[src/rtl/dac_mix_pkg.sv]
// dac_mix_pkg: shared definitions for the dac_ds_mix audio mixer.
//   - dm_state_e   : sample-pipeline FSM states
//   - MASTER_UNITY : master-volume code that represents a gain of 1.0
//   - acc_width()  : width of the channel accumulator
package dac_mix_pkg;

    typedef enum logic [2:0] {
        DM_IDLE  = 3'd0,
        DM_SNAP  = 3'd1,
        DM_ACC   = 3'd2,
        DM_SCALE = 3'd3,
        DM_LOAD  = 3'd4
    } dm_state_e;

    localparam logic [7:0] MASTER_UNITY = 8'd128;

    // Each channel contributes at most ~2x full scale (gain < 2.0), so one
    // extra bit per channel plus log2(channels) bits for the sum.
    function automatic int unsigned acc_width(input int unsigned depth,
                                              input int unsigned channels);
        return depth + 1 + $clog2(channels);
    endfunction

endpackage

[src/rtl/dac_ds_mod.sv]
// dac_ds_mod: delta-sigma 1-bit DAC modulator, updated every clk.
//   clk     in  system clock
//   rst     in  asynchronous active-low reset
//   vol_mul in  DEPTH-bit unsigned mixed sample
//   snd     out 1-bit DAC output (inverted polarity), 1 while in reset
// Build option: define DAC_MIX_DS2_EN for the second-order modulator;
// the default build uses the first-order modulator.
module dac_ds_mod #(
    parameter int unsigned DEPTH = 16
) (
    input  logic             clk,
    input  logic             rst,
    input  logic [DEPTH-1:0] vol_mul,
    output logic             snd
);

    logic r_snd;

`ifdef DAC_MIX_DS2_EN
    localparam int unsigned S_W = DEPTH + 3;
    localparam logic [S_W-1:0] FB_FULL = {3'b001, {DEPTH{1'b0}}};

    logic [S_W-1:0] r_s1, r_s2;
    logic [S_W-1:0] w_fb;
    logic [S_W-1:0] w_vol_ext;

    assign w_fb      = r_s2[S_W-1] ? '0 : FB_FULL;
    assign w_vol_ext = {3'b000, vol_mul};

    always_ff @(posedge clk or negedge rst) begin
        if (!rst) begin
            r_s1  <= '0;
            r_s2  <= '0;
            r_snd <= 1'b1;
        end else begin
            r_s1  <= r_s1 + w_vol_ext - w_fb;
            r_s2  <= r_s2 + r_s1 - w_fb;
            r_snd <= r_s2[S_W-1];
        end
    end
`else
    localparam int unsigned S_W = DEPTH + 2;

    logic [S_W-1:0] r_s;
    logic [S_W-1:0] w_delta;

    // When s is "negative" the sign-extension term subtracts 2^DEPTH,
    // giving the feedback of a classic first-order loop.
    assign w_delta = {2'b00, vol_mul} + {r_s[S_W-1], r_s[S_W-1], {DEPTH{1'b0}}};

    always_ff @(posedge clk or negedge rst) begin
        if (!rst) begin
            r_s   <= '0;
            r_snd <= 1'b1;
        end else begin
            r_s   <= r_s + w_delta;
            r_snd <= ~r_s[S_W-1];
        end
    end
`endif

    assign snd = r_snd;

endmodule

[src/rtl/dac_ds_mix.sv]
// dac_ds_mix: multi-channel audio mixer feeding a delta-sigma 1-bit DAC.
//   clk        in  system clock
//   rst        in  asynchronous active-low reset
//   m2         in  CPU M2, asynchronous; paces sample capture (1 per 2 periods)
//   ch_vol     in  packed channel samples, channel i at [i*DEPTH +: DEPTH]
//   ch_gain    in  packed per-channel gains, 1 << (GAIN_W-1) is unity
//   master_vol in  master gain, 128 is unity
//   mute       in  forces a zero mixed sample
//   clip_clr   in  clears clip and ovr (a simultaneous set wins)
//   clip       out sticky: mixed sample saturated
//   ovr        out sticky: a tick arrived while a sample was in progress
//   snd        out 1-bit DAC output
// Build option: DAC_MIX_DS2_EN selects the second-order modulator inside
// dac_ds_mod.
module dac_ds_mix
    import dac_mix_pkg::*;
#(
    parameter int unsigned CHANNELS = 4,
    parameter int unsigned DEPTH    = 16,
    parameter int unsigned GAIN_W   = 8
) (
    input  logic                       clk,
    input  logic                       rst,
    input  logic                       m2,
    input  logic [CHANNELS*DEPTH-1:0]  ch_vol,
    input  logic [CHANNELS*GAIN_W-1:0] ch_gain,
    input  logic [7:0]                 master_vol,
    input  logic                       mute,
    input  logic                       clip_clr,
    output logic                       clip,
    output logic                       ovr,
    output logic                       snd
);

    localparam int unsigned ACC_W  = acc_width(DEPTH, CHANNELS);
    localparam int unsigned PROD_W = ACC_W + 1;
    localparam int unsigned IDX_W  = (CHANNELS > 1) ? $clog2(CHANNELS) : 1;
    localparam int unsigned MSHIFT = $clog2(MASTER_UNITY);

    // M2 synchroniser and tick generation
    logic r_m2_s1, r_m2_s2, r_m2_d, r_phase;
    logic w_fall, w_tick;

    // FSM and datapath
    dm_state_e                 r_state, w_state_nxt;
    logic [CHANNELS*DEPTH-1:0]  r_vol_snap;
    logic [CHANNELS*GAIN_W-1:0] r_gain_snap;
    logic [7:0]                 r_master_snap;
    logic                       r_mute_snap;
    logic [IDX_W-1:0]           r_idx;
    logic [ACC_W-1:0]           r_acc;
    logic [PROD_W-1:0]          r_prod;
    logic [DEPTH-1:0]           r_vol_mul;
    logic                       r_clip, r_ovr;

    logic [DEPTH-1:0]           w_vol_sel;
    logic [GAIN_W-1:0]          w_gain_sel;
    logic [DEPTH+GAIN_W-1:0]    w_term_full;
    logic [ACC_W+7:0]           w_scaled_full;
    logic [DEPTH-1:0]           w_sat;
    logic                       w_last, w_over, w_clip_set, w_ovr_set;

    always_ff @(posedge clk or negedge rst) begin
        if (!rst) begin
            r_m2_s1 <= 1'b0;
            r_m2_s2 <= 1'b0;
            r_m2_d  <= 1'b0;
            r_phase <= 1'b0;
        end else begin
            r_m2_s1 <= m2;
            r_m2_s2 <= r_m2_s1;
            r_m2_d  <= r_m2_s2;
            if (w_fall) begin
                r_phase <= ~r_phase;
            end
        end
    end

    assign w_fall = r_m2_d & ~r_m2_s2;
    assign w_tick = w_fall & r_phase;

    always_comb begin
        w_state_nxt = r_state;
        unique case (r_state)
            DM_IDLE:  if (w_tick) w_state_nxt = DM_SNAP;
            DM_SNAP:  w_state_nxt = DM_ACC;
            DM_ACC:   if (w_last) w_state_nxt = DM_SCALE;
            DM_SCALE: w_state_nxt = DM_LOAD;
            DM_LOAD:  w_state_nxt = DM_IDLE;
            default:  w_state_nxt = DM_IDLE;
        endcase
    end

    always_comb begin
        w_vol_sel  = '0;
        w_gain_sel = '0;
        for (int i = 0; i < CHANNELS; i++) begin
            if (r_idx == IDX_W'(i)) begin
                w_vol_sel  = r_vol_snap[i*DEPTH +: DEPTH];
                w_gain_sel = r_gain_snap[i*GAIN_W +: GAIN_W];
            end
        end
    end

    assign w_last        = (r_idx == IDX_W'(CHANNELS - 1));
    assign w_term_full   = {{GAIN_W{1'b0}}, w_vol_sel} * {{DEPTH{1'b0}}, w_gain_sel};
    assign w_scaled_full = {8'd0, r_acc} * {{ACC_W{1'b0}}, r_master_snap};
    assign w_over        = |r_prod[PROD_W-1:DEPTH];
    assign w_sat         = w_over ? {DEPTH{1'b1}} : r_prod[DEPTH-1:0];

    always_ff @(posedge clk or negedge rst) begin
        if (!rst) begin
            r_state       <= DM_IDLE;
            r_vol_snap    <= '0;
            r_gain_snap   <= '0;
            r_master_snap <= '0;
            r_mute_snap   <= 1'b0;
            r_idx         <= '0;
            r_acc         <= '0;
            r_prod        <= '0;
            r_vol_mul     <= '0;
        end else begin
            r_state <= w_state_nxt;
            case (r_state)
                DM_SNAP: begin
                    r_vol_snap    <= ch_vol;
                    r_gain_snap   <= ch_gain;
                    r_master_snap <= master_vol;
                    r_mute_snap   <= mute;
                    r_acc         <= '0;
                    r_idx         <= '0;
                end
                DM_ACC: begin
                    r_acc <= r_acc + ACC_W'(w_term_full >> (GAIN_W - 1));
                    r_idx <= r_idx + IDX_W'(1);
                end
                DM_SCALE: r_prod <= PROD_W'(w_scaled_full >> MSHIFT);
                DM_LOAD:  r_vol_mul <= r_mute_snap ? '0 : w_sat;
                default: ;
            endcase
        end
    end

    // Saturation is only evaluated when the sample is not muted.
    assign w_clip_set = (r_state == DM_LOAD) && !r_mute_snap && w_over;
    assign w_ovr_set  = w_tick && (r_state != DM_IDLE);

    always_ff @(posedge clk or negedge rst) begin
        if (!rst) begin
            r_clip <= 1'b0;
            r_ovr  <= 1'b0;
        end else begin
            r_clip <= w_clip_set | (r_clip & ~clip_clr);
            r_ovr  <= w_ovr_set | (r_ovr & ~clip_clr);
        end
    end

    assign clip = r_clip;
    assign ovr  = r_ovr;

    dac_ds_mod #(
        .DEPTH (DEPTH)
    ) u_mod (
        .clk     (clk),
        .rst     (rst),
        .vol_mul (r_vol_mul),
        .snd     (snd)
    );

endmodule

[config.mk]
export PLATFORM = sky130hd
export DESIGN_NAME = dac_ds_mix
export DESIGN_NICKNAME = d
export VERILOG_FILES = /design/src/rtl/dac_mix_pkg.sv /design/src/rtl/dac_ds_mod.sv /design/src/rtl/dac_ds_mix.sv
export SDC_FILE = /design/constraint.sdc
export NUM_CORES = 1
export LEC_CHECK = 0
export CAP_MARGIN = 30
export CORE_UTILIZATION = 35
export CTS_BUF_LIST = sky130_fd_sc_hd__clkbuf_8
export DETAILED_ROUTE_END_ITERATION = 8
export PLACE_DENSITY = 0.57
export SLEW_MARGIN = 20
export SYNTH_ARGS = -nofsm -noshare
export SYNTH_HDL_FRONTEND = slang
export SYNTH_HIERARCHICAL = 1
export SYNTH_SLANG_ARGS = --single-unit
[constraint.sdc]
create_clock -name clk -period 10.25 [get_ports clk]
set_input_delay 2.5625 -clock clk [delete_from_list [all_inputs] [get_ports clk]]
set_output_delay 2.5625 -clock clk [all_outputs]
set_load 0.03 [all_outputs]
==> out/metrics.csv <==
stage,metric,value,unit
grt,antenna_found_initial,1,
route,antenna_left,0,
timing,hold_viol_final,0,
synth,yosys_warnings,6,
setup_path,slowest_delay,0.67,ns
timing,fmax,111,MHz
finish,final_nets,2477,
clock_network,cts_tree,done,
finish,post-route-util,0.401,
min_path,hold_path_class,register to register,
placement,gp_congestion,0.822,
placement,placed_cell_area,18800,um2
grt,grt_usage,0.176,
synth,synth.most_common_cell,nand2_1,
finish,drive_above_1_share,0.0449,
route,firstDrtPassIters,5,
setup_path,criticalPathCategory,register to register,
die,fp.dieH,223,um
finish,areaGrowthSynthToFinish,12.4,%
die,io_pins,112,
route,routed_via_density,4.87,
clock_network,cts.sinks,190,
setup_path,reg2reg_from,r_idx[1],
timing,min_period,9.02,ns
setup_path,regToRegSetupSlack,1.23,ns
synth,synth-seq-area-share,0.278,
setup_path,crit_fanout,25,
synth,ys_top_cells_by_area,"dfrtp_1 28%, fa_1 22%, nand2_1 11%, ha_1 9.1%, nor2_1 4.8%",
timing,worst_pin_slew,0.962,ns
timing,setup_viol,0,
synth,yosys.area.top_type,dfrtp_1,
setup_path,critPathArrivalTime,9.43,ns
synth,synth_edf_count,0,
synth,synth_ff_type,dfrtp_1,
synth,ys_async_sr_fraction,1.00,
synth,synth.distinct_cells,70,
placement,hpwl,32200,um
clock_network,htree_levels,4,
synth,synth_area,17100,um2
route,wl,41400,um
setup_path,cpMostUsedCell,a21oi_1,
setup_path,cp-end-kind,register,
synth,synth.ff_latch_count,190,
min_path,min_to,r_m2_s2,
timing,fin_worst_skew,0.0257,ns
grt,grt_max_degree,98,
synth,syn_inst,2004,
route,num_vias,13100,
setup_path,reg2reg_to,r_acc[16],
timing,rsz0062_at_grt,false,
clock_network,cts_hold_buffers,0,
setup_path,critPathRequiredTime,10.65,ns
die,dieWidth,223,um
finish,fill_cells,4843,
timing,fin_tns_setup,0,ns
timing,relSlewSlack,0.359,
clock_network,post-cts-setup-buffers,0,
route,drt_iter0_markers,647,
grt,grt_first_pass_wirelength,69700,um
synth,synth.top_cell.area_share,0.276,
outcome,status,completed,
setup_path,reg2reg_depth,37,
min_path,hp-start,r_m2_s1,
clock_network,cts_root_buf,clkbuf_8,
setup_path,startpoint_type,register,
synth,avgSynthCellArea,8.54,um2
die,start_util,0.357,
synth,synth_common_cells,"500 x nand2_1, 221 x nor2_1, 203 x inv_1",
clock_network,insertion_delay,0.55,ns
grt,grt-ovfl-total,0,
route,drc_errors,0,
grt,grt_pass1_vias,13800,
timing,maxSlewViolCount,0,
min_path,whs_path_depth,0,
clock_network,numCtsBuffers,17,
route,drt-wirelength-per-cell,15.4,um
synth,syn-num-nets,2423,
flow_run,cap_violations,0,
placement,portBuffers,111,
setup_path,slowest_stage,ha_1,
die,rows,80,
timing,period_share,0.880,
clock_network,clockBufferDepth,2,
die,core,47900,um2
clock_network,path_clk_slew,0.12,ns
finish,postLayoutCellArea,19200,um2
clock_network,post_cts_resized,0,
die,die_area,49800,um2
==> worst max-delay path by stage <==
stage | start | end | slack (ns) | cells after the start
floorplan | r_idx[1] | r_acc[16] | 2.29 | 38
global placement | r_idx[1] | r_acc[16] | 1.35 | 37
detailed placement | r_idx[1] | r_acc[16] | 1.21 | 37
CTS | r_idx[1] | r_acc[16] | 1.16 | 37
global route | r_idx[1] | r_acc[16] | 0.27 | 37
finish | r_idx[1] | r_acc[16] | 1.23 | 37
==> sequential cells by signal, indices dropped and copies added, names as in the netlist <==
register and flops:
r_vol_snap 64, r_gain_snap 32, r_prod 20, r_acc 19, u_mod/r_s 18, r_vol_mul 16
r_master_snap 8, r_state 3, r_idx 2, clip 1, ovr 1, r_m2_d 1
r_m2_s1 1, r_m2_s2 1, r_mute_snap 1, r_phase 1, u_mod/snd 1
==> final cells by class <==
cell class	instances	area, um2	share of cell area
inverter	203	762	0.0396
antenna	1	2.50	0.000130
clock inverter	14	139	0.00722
clock buffer	18	248	0.0129
multi-input combinational	1515	11200	0.584
tap	615	769	0.0400
timing repair buffer	131	1330	0.0691
sequential	190	4760	0.247
==> cells in the final DEF (no fill, tap or decap), types with 6 or more instances in the layout <==
cell type	count
nor3_1	11
o21bai_1	6
clkbuf_8	19
nand4_1	7
nand3_1	10
ha_1	123
nand2b_1	8
xor2_1	28
clkdlybuf4s50_1	110
xnor2_1	33
o21a_1	9
nor2_1	221
a21oi_1	106
or2_2	24
o31ai_1	20
a31oi_1	7
inv_1	207
and2_1	67
a21o_1	21
o21ai_0	44
nand2_1	500
dfrtp_1	189
buf_4	15
nor2b_1	9
fa_1	186
==> critical path, delay by kind of cell (launching register included) <==
family	cells	cell delay, ns
AOI/OAI and AO/OA	16	3.33
adders and majority gates	7	3.23
and+or+nand+nor	9	1.12
buffers and inverters	4	0.58
DFF	1	0.43
xor gates and xnor gates	1	0.15
==> cell families after synthesis <==
| logic type | Yosys count | share of synthesized area |
|---|---|---|
| buffers and inverters | 299 | 0.0661 |
| XOR/XNOR | 61 | 0.0312 |
| AND/OR/NAND/NOR | 874 | 0.214 |
| adder cells (fa/ha/maj) | 310 | 0.308 |
| AO/OA/AOI/OAI | 267 | 0.100 |
| multiplexers | 3 | 0.00190 |
| flip-flops | 190 | 0.278 |
==> routing by layer <==
metal / GRT usage / wire (um) / part of all wire / vias to the layer above
met1: 0.228 / 18900 / 0.46 / 6431
met5: 0 / 0 / 0 / -
met4: 0.0467 / 590 / 0.014 / 0
li1: - / - / - / 6402
met3: 0.0277 / 1580 / 0.038 / 37
met2: 0.305 / 20300 / 0.49 / 223
==> metrics by stage <==
step	cells	hold slack (ns)	worst slack, ns
after floorplan	2004	0.331	2.29
after global placement	2649	0.337	1.35
after detailed placement	2650	0.335	1.21
after CTS	2682	0.359	1.16
after global routing	2687	0.364	0.272
final	2687	0.356	1.23
Power is left out: the tool's default activity adds up to more than one toggle a clock period on the data nets, which glitch-free logic cannot reach.
